==> config.mk <==
export PLATFORM = sky130hd
export DESIGN_NAME = spike_window_decoder
export DESIGN_NICKNAME = d
export VERILOG_FILES = /design/src/rtl/spike_pkg.sv /design/src/rtl/spike_window_decoder_first_spike_enc.sv /design/src/rtl/spike_window_decoder.sv
export SDC_FILE = /design/constraint.sdc
export NUM_CORES = 1
export LEC_CHECK = 0
export CELL_PAD_IN_SITES_DETAIL_PLACEMENT = 1
export CELL_PAD_IN_SITES_GLOBAL_PLACEMENT = 1
export CORE_MARGIN = 4
export CORE_UTILIZATION = 37
export DETAILED_ROUTE_END_ITERATION = 6
export PLACE_DENSITY = 0.73
export SLEW_MARGIN = 20
export SYNTH_ARGS = -nofsm -noshare
export SYNTH_HDL_FRONTEND = slang
export SYNTH_SLANG_ARGS = --single-unit
==> constraint.sdc <==
create_clock -name clk -period 5.01 [get_ports clk]
set_clock_uncertainty 0.1 [all_clocks]
set_input_delay 1.002 -clock clk [delete_from_list [all_inputs] [get_ports clk]]
set_output_delay 1.002 -clock clk [all_outputs]
set_load 0.01 [all_outputs]
==> src/rtl/spike_pkg.sv <==
// Shared definitions for the spike window decoder.
//   spike_dec_state_t  : capture FSM state encoding (IDLE, CAPTURE, HOLD)
//   SPIKE_LEN_DEFAULT  : default window length in cycles
//   clog2_safe()       : $clog2 clamped to at least 1 so derived widths never collapse to 0
package spike_pkg;

    localparam int unsigned SPIKE_LEN_DEFAULT = 8;

    typedef enum logic [1:0] {
        IDLE    = 2'd0,
        CAPTURE = 2'd1,
        HOLD    = 2'd2
    } spike_dec_state_t;

    function automatic int unsigned clog2_safe(input int unsigned n);
        return (n <= 2) ? 1 : $clog2(n);
    endfunction

endpackage

==> src/rtl/spike_window_decoder_first_spike_enc.sv <==
// first_spike_enc: combinational priority encoder, one-hot/union vector to binary time stamp.
// Lowest set index wins.
// Ports:
//   vec        in  [0:LEN-1]  spike vector, vec[t] = spike at time t
//   first_time out  TW         index of the lowest set bit, 0 when vec is empty
//   no_spike   out  1          vec is all zero
module first_spike_enc
    import spike_pkg::*;
#(
    parameter int unsigned LEN = SPIKE_LEN_DEFAULT,
    localparam int unsigned TW = clog2_safe(LEN)
) (
    input  logic [0:LEN-1] vec,
    output logic [TW-1:0]  first_time,
    output logic           no_spike
);

    always_comb begin
        first_time = '0;
        // Scan from the top down so the lowest set index is the last one written.
        for (int i = int'(LEN) - 1; i >= 0; i--) begin
            if (vec[i]) begin
                first_time = TW'(i);
            end
        end
        no_spike = ~|vec;
    end

endmodule

==> src/rtl/spike_window_decoder.sv <==
// spike_window_decoder: captures a serial spike stream over a LEN-cycle window and presents the
// rebuilt spike vector plus the earliest spike time behind a valid/ready handshake.
// Optional feature macro: SPIKE_WINDOW_DECODER_SPIKE_COUNT_EN adds the spike_count popcount port.
// Ports:
//   clk          in   rising-edge clock
//   rst          in   synchronous active-high reset
//   start        in   open a window (IDLE, or HOLD on the handshake cycle)
//   spike_in     in   serial spike line, one sample per window cycle
//   busy         out  high while capturing
//   out_valid    out  result held and valid
//   out_ready    in   consumer accepts the result
//   spike_vec    out  [0:LEN-1] captured vector
//   first_time   out  index of the earliest spike, 0 if none
//   no_spike     out  captured vector is empty
//   spike_count  out  number of spikes in the window (feature macro only)
module spike_window_decoder
    import spike_pkg::*;
#(
    parameter int unsigned LEN = SPIKE_LEN_DEFAULT,
    localparam int unsigned TW = clog2_safe(LEN),
    localparam int unsigned CW = clog2_safe(LEN + 1)
) (
    input  logic           clk,
    input  logic           rst,
    input  logic           start,
    input  logic           spike_in,
    output logic           busy,
    output logic           out_valid,
    input  logic           out_ready,
    output logic [0:LEN-1] spike_vec,
    output logic [TW-1:0]  first_time,
    output logic           no_spike
`ifdef SPIKE_WINDOW_DECODER_SPIKE_COUNT_EN
    ,
    output logic [CW-1:0]  spike_count
`endif
);

    spike_dec_state_t state_q, state_d;
    logic [TW-1:0]    t_q, t_d;
    logic [0:LEN-1]   vec_q, vec_d;
    logic [TW-1:0]    first_q;
    logic             none_q;
    logic [TW-1:0]    enc_first;
    logic             enc_none;
    logic             open_win;

    always_comb begin
        state_d  = state_q;
        t_d      = t_q;
        vec_d    = vec_q;
        open_win = 1'b0;
        unique case (state_q)
            IDLE: begin
                open_win = start;
            end
            CAPTURE: begin
                vec_d[t_q] = spike_in;
                if (t_q == TW'(LEN - 1)) begin
                    state_d = HOLD;
                end else begin
                    t_d = t_q + TW'(1);
                end
            end
            HOLD: begin
                if (out_ready) begin
                    open_win = start;
                    if (!start) begin
                        state_d = IDLE;
                    end
                end
            end
            default: state_d = IDLE;
        endcase
        if (open_win) begin
            state_d = CAPTURE;
            t_d     = '0;
            vec_d   = '0;
        end
    end

    // Encoding the next-state vector keeps first_time/no_spike coherent with spike_vec on the
    // edge that writes the final bit.
    first_spike_enc #(
        .LEN (LEN)
    ) u_enc (
        .vec        (vec_d),
        .first_time (enc_first),
        .no_spike   (enc_none)
    );

    always_ff @(posedge clk) begin
        if (rst) begin
            state_q <= IDLE;
            t_q     <= '0;
            vec_q   <= '0;
            first_q <= '0;
            none_q  <= 1'b1;
        end else begin
            state_q <= state_d;
            t_q     <= t_d;
            vec_q   <= vec_d;
            first_q <= enc_first;
            none_q  <= enc_none;
        end
    end

`ifdef SPIKE_WINDOW_DECODER_SPIKE_COUNT_EN
    logic [CW-1:0] cnt_q, cnt_d;

    always_comb begin
        cnt_d = cnt_q;
        if (open_win) begin
            cnt_d = '0;
        end else if (state_q == CAPTURE && spike_in) begin
            cnt_d = cnt_q + CW'(1);
        end
    end

    always_ff @(posedge clk) begin
        if (rst) begin
            cnt_q <= '0;
        end else begin
            cnt_q <= cnt_d;
        end
    end

    assign spike_count = cnt_q;
`endif

    assign busy       = (state_q == CAPTURE);
    assign out_valid  = (state_q == HOLD);
    assign spike_vec  = vec_q;
    assign first_time = first_q;
    assign no_spike   = none_q;

endmodule

# [Word level (Yosys, flattened, before mapping)]
# Index checks and enable logic that the tools add are counted.
[classes] add_sub_neg=1 n_lt_le_gt_ge=2 n_eq_ne=10 mux=19 n_bitwise=3 reduce_logical=11
[op_table] operator="$mux W8" n=2
[op_table] operator="$mux W3" n=4
[op_table] operator="$mux W2" n=5
[op_table] operator="$bwmux W8" n=1
[op_table] operator="$reduce_and A4 Y1" n=2
[op_table] operator="$reduce_or A8 Y1" n=1
[op_table] operator="$ne A3 B1 Y1 const B" n=2
[op_table] operator="$pmux W2 S3" n=1
[op_table] operator="$reduce_or A5 Y1" n=1
[op_table] operator="$ge A4 B4 Y1 const B" n=1
[op_table] operator="$lt A4 B1 Y1 const B" n=1
[op_table] operator="$mux W1" n=4
[op_table] operator="$ne A2 B1 Y1 const B" n=2
[op_table] operator="$ne A2 B2 Y1 const B" n=2
[op_table] operator="$not A3 Y4" n=1
[op_table] operator="$reduce_or A2 Y1" n=2
[op_table] operator="$add A3 B1 Y3 const B" n=1
[op_table] operator="$demux W1 S3" n=1
[op_table] operator="$eq A3 B3 Y1 const B" n=1
[op_table] operator="$ne A3 B2 Y1 const B" n=1
[op_table] operator="$reduce_or A3 Y1" n=1
[op_table] operator="$eq A2 B1 Y1 const B" n=1
[op_table] operator="$eq A2 B2 Y1 const B" n=1
[op_table] operator="$logic_not A2 Y1" n=1
[op_table] operator="5 further kinds" n=6
[word_totals] ff_bits=17 out_inout_bits=14 elab_cells=54

# [Logic depth before layout (Yosys ltp)]
# Gate-level depths: netlist (run 1).
[logic_depth] ltp_word=15 mapped_depth=7 depth_no_buf=5

# [Modules after synthesis]
# A second synthesis (run 1) with hierarchy kept.
[unflattened] cells_unflattened=101 hier_area_um2=869.6
[modules_own_cells] module="spike_window_decoder" instances=1 cells_each=86 area_per_inst_um2=780.7 seq_area_each_um2=340.3
[modules_own_cells] module="first_spike_enc" instances=1 cells_each=15 area_per_inst_um2=88.8 seq_area_each_um2=0.0

# [Worst setup path before layout (run 1)]
# Ideal clock, no wire load.
[synth_path] path_type="input -> register" start="input spike_in" end="register first_q[1] (netlist: first_time[1])" arrival_ps=1968 slack_ps=2864 stages=6 path_buffers=2 cell_sequence="clkbuf_1 -> clkbuf_1 -> inv_1 -> a31oi_1 -> a21oi_1 -> nor3_1"
[synth_via] elab_chain_cells=9
[synth_rtl] element="from (decl)" line="spike_window_decoder.sv:26" source="input logic spike_in,"
[synth_rtl] element="$bwmux W8 *" line="spike_window_decoder.sv:58" source="vec_d[t_q] = spike_in;"
[synth_rtl] element="$mux W8 *" line="spike_window_decoder.sv:53" source="unique case (state_q)"
[synth_rtl] element="$mux W8 *" line="spike_window_decoder.sv:75" source="if (open_win) begin"
[synth_rtl] element="$mux W3 (4 in series)" line="spike_window_decoder_first_spike_enc.sv:22" source="if (vec[i]) begin"
[synth_rtl] element="$mux W2 (2 in series)" line="spike_window_decoder_first_spike_enc.sv:22"
[synth_rtl] element="to (signal assigned)" line="spike_window_decoder.sv:103" source="first_q <= enc_first;"
[synth_rtl] element="to (decl)" line="spike_window_decoder.sv:42" source="logic [TW-1:0] first_q;"
# Mark *: on every way between the ends. The rest lies on a longest branch, timed or not.
# A chain may end at the register's enable or synchronous reset.

# [Worst setup path in the final report (run 1)]
[layout_path] start="register state_q[0]" end="output busy"
[layout_via] elab_chain_cells=1
[layout_rtl] element="from (decl)" line="spike_window_decoder.sv:39" source="spike_dec_state_t state_q, state_d;"
[layout_rtl] element="from (signal assigned)" line="spike_window_decoder.sv:100" source="state_q <= state_d;"
[layout_rtl] element="$eq A2 B1 Y1" line="spike_window_decoder.sv:131" source="assign busy = (state_q == CAPTURE);"
[layout_rtl] element="to (decl)" line="spike_window_decoder.sv:27" source="output logic busy,"
# Every way passes these cells.

==> run_results.csv, run 1 <==
group,metric,value,unit
synth,ys_seq_area_share,33.8,%
global_route,grt_overflow,0,
sta,setup_violations,0,
synth,synth_top_family_by_area,"simple AND/OR/NAND/NOR gates",
sta,fmax,370,MHz
clocking,cts_tree,"yes",
cells_and_area,final_nets,142,
global_route,grt_pass1_vias,933,
synth,synth_xor_area_share,0.870,%
critical_path,crit_fanout,10,
synth,ys_top_cells_by_count,"17 x dfxtp_1, 14 x nor2_1, 9 x a21oi_1",
synth,syn_nets,126,
sta,max-slew-margin-rel,41.1,%
die,start_util,39.6,%
sta,period_share,53.9,%
drt,first_pass_iters,4,
placement,place_area,0.00119,mm²
drt,wl_per_cell,16.8,µm
global_route,grt_antenna_before_repair,0,
drt,routed_wl,2750,µm
clocking,hold_buffers,0,
synth,synth_top_area_cell,"dfxtp_1",
global_route,met2_usage,25.9,%
sta,hold_violations,0,
sta,finalCriticalPeriod,2.70,ns
cells_and_area,layout.area.seq,340,µm²
synth,synthFlopType,"dfxtp_1",
drt,avgViaCountPerCell,5.91,
die,die_h,60.2,µm
clocking,clockBufferDepth,2,
global_route,grt-busiest-layer,"met2",
synth,ys_seq_elements,17,
synth,synth_cells,119,
die,die_w,60.2,µm
die,core_area,0.00254,mm²
cells_and_area,nFillCells,312,
run,maxCapViolCount,0,
drt,remaining_drc_errors,0,
synth,synth_compound_gate_area_share,23.5,%
synth,synth_edf_count,0,
synth,synth.cell_area,0.00101,mm²
global_route,grt_usage,16.5,%
critical_path,critPathKind,"reg2out",
synth,synthDominantCellAreaShare,33.8,%
drt,drtIter0Drc,20,
clocking,numCtsBuffers,3,
sta,worst_slew_pin_slew,0.877,ns
cells_and_area,postLayoutCellArea,0.00122,mm²
clocking,cts.sink_count,17,
clocking,cts_root_buf,"clkbuf_4",
sta,grt_setup_unrepaired,"no",
synth,synth_simple_gate_area_share,29.2,%
cells_and_area,diodes,0,
clocking,clk_pin_slew,0.10,ns
die,die_area,0.00362,mm²
synth,yosysWarnings,0,
synth,synth_most_common_cell,"dfxtp_1",
drt,vias,970,
global_route,use_met3,1.94,%
placement,dp_hpwl,1990,µm
clocking,htreeDepth,1,
synth,synthMuxAreaShare,5.09,%
global_route,grt_pass1_wl,4460,µm
hold_path,min_path_type,"reg2reg",
pwr,p_per_area,209,mW/mm²
status,outcome,"complete, no violations",
die,rows,18,
synth,synth_area_per_cell,8.46,µm²
global_route,grt_max_degree,21,
placement,gp_congestion,0.803,
clocking,postCtsSetupBuffers,0,
synth,synth.distinct_cells,46,
critical_path,start_kind,"flip-flop",
synth,post_synth_main_area_contributors,"dfxtp_1 34%, nor2_1 5.2%, a21oi_1 4.5%",
global_route,use_met1,22.6,%
die,ios,19,
placement,port_buffers,18,
drt,final_antenna_net_count,0,
sta,maxSlewViolCount,0,
critical_path,worstPathArrival,1.60,ns
clocking,clkLatencyLatePin,0.30,ns
critical_path,crit_required,3.91,ns
clocking,cts-resized-gates,0,
cells_and_area,multiInputGateArea,616,µm²
pwr,leakage,0.435,nW
cells_and_area,area_growth,20.7,%
critical_path,endpoint_kind,"output pin",
cells_and_area,drive_gt1_share,8.21,%
synth,synth_fa_ha_area_share,2.48,%
sta,setup-tns-final,0,ns
synth,synthArstFlopShare,0,%
pwr,ir_drop,0.131,mV
==> metal layers <==
metal,up-vias,wire length [µm]
met3,4,123
li1,470,-
met5,-,0
met1,473,1350
met4,0,26
met2,23,1250
==> sequential cells by signal (all words and copies together) (netlist names) <==
register	flops
state_q	2
t_q	3
no_spike	1
first_time	3
spike_vec	8
==> worst max-delay path: stages (launching register included) <==
cell,delay (ns)
dfxtp_1,0.49
nor2b_1,0.25
clkdlybuf4s50_1,0.57
==> path summary, 6_finish.rpt <==
path                            from                       to  slack (ns)  depth (start not counted)
max reg2reg  state_q[0]$_SDFFE_PP0P_      no_spike$_SDFF_PP1_        2.97                          5
min          spike_vec[7]$_SDFF_PP0_  spike_vec[7]$_SDFF_PP0_        0.43                          2
min reg2reg  spike_vec[7]$_SDFF_PP0_  spike_vec[7]$_SDFF_PP0_        0.43                          2
max          state_q[0]$_SDFFE_PP0P_                     busy        2.31                          2
==> cell families (layout without fill, tap and decap cells) <==
family	after synthesis	after routing
simple gates	49	49
buf+inv	11	26
flops	17	17
xor+xnor	1	1
compound gates	34	34
mux	5	5
fa+ha+maj	2	2
==> per-stage QoR <==
step           hold slack [ns]  instances  power [mW]  setup slack [ns]  utilization, %
2_1_floorplan            0.412        119       0.168              2.86               -
3_3_place_gp             0.398        160       0.180              2.15            46.7
3_5_place_dp             0.411        160       0.181              2.07            46.7
4_1_cts                  0.432        164       0.257              2.31            47.8
5_1_grt                  0.462        164       0.267              2.20            47.8
6_report                 0.430        164       0.255              2.31            47.8
==> placed cells by master (no fill, tap or decap), drive strengths merged, types with 2 or more instances in the layout <==
cell type       n
a31oi           5
nor3            5
nor4b           2
inv             4
a21boi          3
nor2b           6
and4bb          2
mux2i           4
nand2           5
nand3           3
clkbuf          3
a21oi           9
ha              2
o21a            2
dfxtp          17
nand4           2
clkdlybuf4s50  18
o21ai           4
nand2b          3
nor2           14
a211oi          2
==> where the power goes <==
group          leakage [nW]  switching, mW  internal, mW
Clock                0.0177         0.0463        0.0297
Sequential            0.137        0.00620         0.137
Combinational         0.280         0.0194        0.0155
==> layout make-up <==
class | count | area share, %
clock buffers | 3 | 1.85
repair buffers | 18 | 14.8
clock inverters | 1 | 0.412
well taps | 30 | 3.09
inverters | 4 | 1.23
flip-flops and latches | 17 | 28.0
multi-input cells | 91 | 50.6
No activity file was read; power rests on OpenSTA's default activity.
==> run 2: changes to the inputs <==
clock period = 2.7 ns   (was 5.01 ns; I/O delays follow)
==> run_results.csv, run 2 (synthesis gave the netlist of run 1 again) <==
group,metric,value,unit
status,outcome,"complete, no violations",
cells_and_area,stdcell_count,165,
clocking,clockBufferDepth,2,
global_route,grt_pass1_vias,1019,
die,die_h,60.2,µm
die,core_area,0.00254,mm²
critical_path,endpoint_kind,"output pin",
pwr,leakage,0.437,nW
drt,remaining_drc_errors,0,
clocking,numCtsBuffers,3,
global_route,grt_overflow,0,
global_route,grt_max_degree,21,
drt,routed_wl,2790,µm
cells_and_area,largest_register_ffs,8,
drt,vias,980,
die,die_w,60.2,µm
placement,place_inst,161,
die,ios,19,
run,maxCapViolCount,0,
critical_path,crit_family,"buffers and inverters",
clocking,cts_tree,"yes",
critical_path,crit_fanout,10,
cells_and_area,diodes,0,
cells_and_area,final_nets,143,
sta,fmax,440,MHz
critical_path,slowest_delay,0.57,ns
sta,hold_ws,0.425,ns
sta,setup_violations,0,
sta,hold_violations,0,
clocking,postCtsSetupBuffers,0,
pwr,power.internal,0.343,mW
drt,wl_per_cell,16.9,µm
sta,grt_setup_unrepaired,"no",
cells_and_area,fin_util,48.0,%
hold_path,holdPathStages,2,
clocking,cts_root_buf,"clkbuf_4",
pwr,swShare,28.2,%
critical_path,crit_chain,"nor2b_1 -> clkdlybuf4s50_1",
pwr,ir_drop,0.240,mV
drt,first_pass_iters,4,
global_route,grt_pass1_wl,4930,µm
sta,setup-tns-final,0,ns
placement,dp_hpwl,1990,µm
critical_path,critPathBufInv,1,
global_route,grt_antenna_before_repair,0,
sta,period_share,84.2,%
clocking,cts-resized-gates,0,
cells_and_area,final_cell_mix,"18 x clkdlybuf4s50_1, 17 x dfxtp_1, 14 x nor2_1",
critical_path,ff2ff_path_depth,5,
drt,avgViaCountPerCell,5.94,
die,die_area,0.00362,mm²
pwr,p_sw,0.135,mW
global_route,grt_usage,18.4,%
placement,gp_congestion,0.742,
placement,port_buffers,18,
sta,worst_slew_pin_slew,0.743,ns
cells_and_area,drive_gt1_share,8.15,%
die,rows,18,
sta,finalCriticalPeriod,2.27,ns
cells_and_area,area_growth,21.4,%
clocking,hold_buffers,0,
critical_path,crit_slowest_cell,"clkdlybuf4s50_1",
critical_path,worstPathArrival,1.63,ns
pwr,power_frac_comb,13.9,%
critical_path,worstSetupPathDepth,2,
clocking,clk_pin_slew,0.10,ns
cells_and_area,layout_commonest_cell,"clkdlybuf4s50_1",
pwr,p_per_area,391,mW/mm²
hold_path,min_path_type,"reg2reg",
critical_path,start_kind,"flip-flop",
pwr,clkPwrFrac,30.3,%
sta,maxSlewViolCount,0,
die,start_util,39.6,%
clocking,htreeDepth,1,
clocking,cts.sink_count,17,
pwr,p_seq_share,55.8,%
sta,max-slew-margin-rel,50.4,%
drt,final_antenna_net_count,0,
clocking,clkLatencyLatePin,0.29,ns
critical_path,crit_required,2.06,ns
critical_path,critPathKind,"reg2out",
drt,drtIter0Drc,32,
-- run 2: changes by cell type in the layout (fill, tap and decap cells not counted) --
| cell | delta |
|---|---|
| clkbuf_1 | +1 |
| buf_4 | +1 |
| clkinv_2 | -1 |
-- run 2: worst min-delay path, delay by kind of cell, from the launching register on --
| family | cells | cell delay, ns |
|---|---|---|
| AND/OR/NAND/NOR | 1 | 0.07 |
| AO/OA/AOI/OAI | 1 | 0.05 |
| flip-flops | 1 | 0.36 |
-- run 2: per-stage QoR --
stage	area, µm²	total power [mW]	setup slack [ns]
floorplan	1010	0.312	0.946
global route	1220	0.509	0.285
global placement	1200	0.336	0.318
finish	1220	0.477	0.427
detailed placement	1200	0.339	0.223
CTS	1220	0.485	0.399
-- run 2: layer usage --
layer  track usage [%]  wire [µm]
met1              26.1       1410
met2              26.7       1220
met3              2.59         99
met4              8.86         54
met5                 0          0
-- run 2: worst paths after layout --
| check | startpoint | to | slack [ns] |
|---|---|---|---|
| max | state_q[0]$_SDFFE_PP0P_ | busy | 0.43 |
| min | spike_vec[7]$_SDFF_PP0_ | spike_vec[7]$_SDFF_PP0_ | 0.42 |
| max reg2reg | state_q[0]$_SDFFE_PP0P_ | no_spike$_SDFF_PP1_ | 0.64 |
| min reg2reg | spike_vec[7]$_SDFF_PP0_ | spike_vec[7]$_SDFF_PP0_ | 0.42 |
-- run 2: power groups by stage --
stage | clock [mW] | sequential (mW) | combinational [mW]
final | 0.145 | 0.266 | 0.0665
after detailed placement | 0 | 0.272 | 0.0662
after global placement | 0 | 0.272 | 0.0645
after global routing | 0.167 | 0.268 | 0.0731
after floorplan | 0 | 0.265 | 0.0477
after CTS | 0.151 | 0.267 | 0.0667
-- run 2: layout make-up --
class	instances	area, µm²
fillers	318	1320
clock buffers	4	26.3
repair buffers	19	188
well taps	30	37.5
multi-input cells	91	616
flip-flops and latches	17	340
inverters	4	15.0
==> run 3: changes to the inputs <==
CORE_UTILIZATION = 34   (was 37)
PLACE_DENSITY = 0.7   (was 0.73)
clock period = 1.8 ns   (was 2.7 ns; I/O delays follow)
==> run_results.csv, run 3 (synthesis gave the netlist of run 1 again) <==
group,metric,value,unit
die,ios,19,
placement,gp_congestion,0.763,
clocking,hold_buffers,0,
clocking,clk_pin_slew,0.11,ns
drt,first_pass_iters,4,
pwr,ir_drop,0.297,mV
sta,worst_slack,0.0502,ns
cells_and_area,postLayoutCellArea,0.00159,mm²
critical_path,crit_path_start,"state_q[1]$_SDFFE_PP0P_",
hold_path,hp-start,"spike_vec[1]$_SDFF_PP0_",
sta,fmax,572,MHz
status,outcome,"complete, no violations",
critical_path,slowest_delay,0.38,ns
run,maxCapViolCount,0,
global_route,grt_pass1_wl,5870,µm
placement,port_buffers,18,
sta,setup-tns-final,0,ns
placement,dp_hpwl,2540,µm
cells_and_area,final_nets,169,
placement,place_area,0.00139,mm²
drt,highest_layer,"met4",
global_route,grt_usage,18.4,%
drt,wl_met3,122,µm
global_route,grt_pass1_vias,1216,
clocking,clockBufferDepth,2,
global_route,grt_antenna_before_repair,0,
drt,avgViaCountPerCell,5.73,
cells_and_area,area_growth,57.4,%
critical_path,crit_fanout,5,
cells_and_area,largest_register_ffs,8,
drt,routed_wl,3520,µm
cells_and_area,fin_util,56.5,%
drt,vias,1100,
die,die_w,62.4,µm
die,rows,19,
drt,dr_wl_met2,1730,µm
drt,remaining_drc_errors,0,
critical_path,worstPathArrival,1.84,ns
cells_and_area,layout_commonest_cell,"buf_4",
cells_and_area,drive_gt1_share,39.1,%
critical_path,endpoint_kind,"flip-flop",
cells_and_area,diodes,0,
clocking,cts_root_buf,"clkbuf_4",
clocking,clkLatencyLatePin,0.29,ns
critical_path,crit_chain,"nor4b_4 -> nand2_2 -> o31a_1 -> o21a_2 -> nor4_4",
cells_and_area,final_cell_mix,"26 x buf_4, 16 x clkdlybuf4s50_1, 13 x nor2_1",
pwr,leakage,0.610,nW
sta,worst_slew_pin_slew,0.398,ns
die,die_area,0.00390,mm²
die,start_util,35.9,%
cells_and_area,nFillCells,327,
critical_path,crit_required,1.89,ns
die,die_h,62.4,µm
drt,wl_per_cell,18.3,µm
sta,maxSlewViolCount,0,
placement,pre_cts_ws,-0.326,ns
sta,setup_violations,0,
clocking,cts.sink_count,17,
clocking,numCtsBuffers,3,
pwr,p_per_area,489,mW/mm²
die,core_area,0.00281,mm²
critical_path,critPathKind,"reg2reg",
sta,max-slew-margin-rel,73.3,%
global_route,grt_overflow,0,
sta,hold_violations,0,
critical_path,r2r-start,"state_q[1]$_SDFFE_PP0P_",
critical_path,start_kind,"flip-flop",
drt,routedLengthMet1,1590,µm
sta,grt_setup_unrepaired,"yes",
sta,finalCriticalPeriod,1.75,ns
clocking,cts_tree,"yes",
clocking,htreeDepth,1,
drt,final_antenna_net_count,0,
global_route,grt_max_degree,13,
sta,period_share,97.2,%
drt,drtIter0Drc,40,
hold_path,min_path_type,"reg2reg",
critical_path,crit_slowest_cell,"dfxtp_4",
run 3: metrics by stage:
| stage | power (mW) | hold WS, ns | instances |
|---|---|---|---|
| 6_report | 0.776 | 0.407 | 192 |
| 2_1_floorplan | 0.469 | 0.332 | 119 |
| 3_3_place_gp | 0.546 | 0.392 | 186 |
| 5_1_grt | 0.824 | 0.436 | 192 |
| 4_1_cts | 0.769 | 0.436 | 191 |
| 3_5_place_dp | 0.553 | 0.420 | 186 |
run 3: power by group:
group | switching (mW) | internal (mW) | total [mW]
Sequential | 0.00932 | 0.382 | 0.391
Combinational | 0.0846 | 0.0860 | 0.171
Clock | 0.128 | 0.0860 | 0.214
run 3: worst paths after layout:
check,to,slack (ns),depth (start not counted)
min reg2reg,spike_vec[1]$_SDFF_PP0_,0.41,2
min,spike_vec[1]$_SDFF_PP0_,0.41,2
max reg2reg,first_time[2]$_SDFF_PP0_,0.05,5
max,first_time[2]$_SDFF_PP0_,0.05,5
run 3: timing repair:
action                     4_1_cts  5_1_grt
setup endpoints to repair        7       12
setup buffers                    1        2
pin swaps                        0        8
gates resized for setup         14       24
gates cloned                     0        0
run 3: final cells by class:
type | instances | area (µm²) | area share [%]
Tap cell | 31 | 38.8 | 2.45
Clock buffer | 4 | 26.3 | 1.66
Inverter | 4 | 15.0 | 0.947
Multi-Input combinational cell | 91 | 759 | 47.9
Sequential cell | 17 | 353 | 22.3
Timing Repair Buffer | 45 | 393 | 24.8
run 3: metal layers:
| layer | track usage (%) | vias to the layer above |
|---|---|---|
| li1 | - | 525 |
| met1 | 22.6 | 544 |
| met2 | 31.7 | 25 |
| met3 | 3.42 | 6 |
| met4 | 7.16 | 0 |
| met5 | 0 | - |
run 3: worst max-delay path: cells and delay by family (launching register included):
kind             cells  cell delay [ns]
flip-flops           1             0.38
AND/OR/NAND/NOR      3             0.77
AO/OA/AOI/OAI        2             0.41
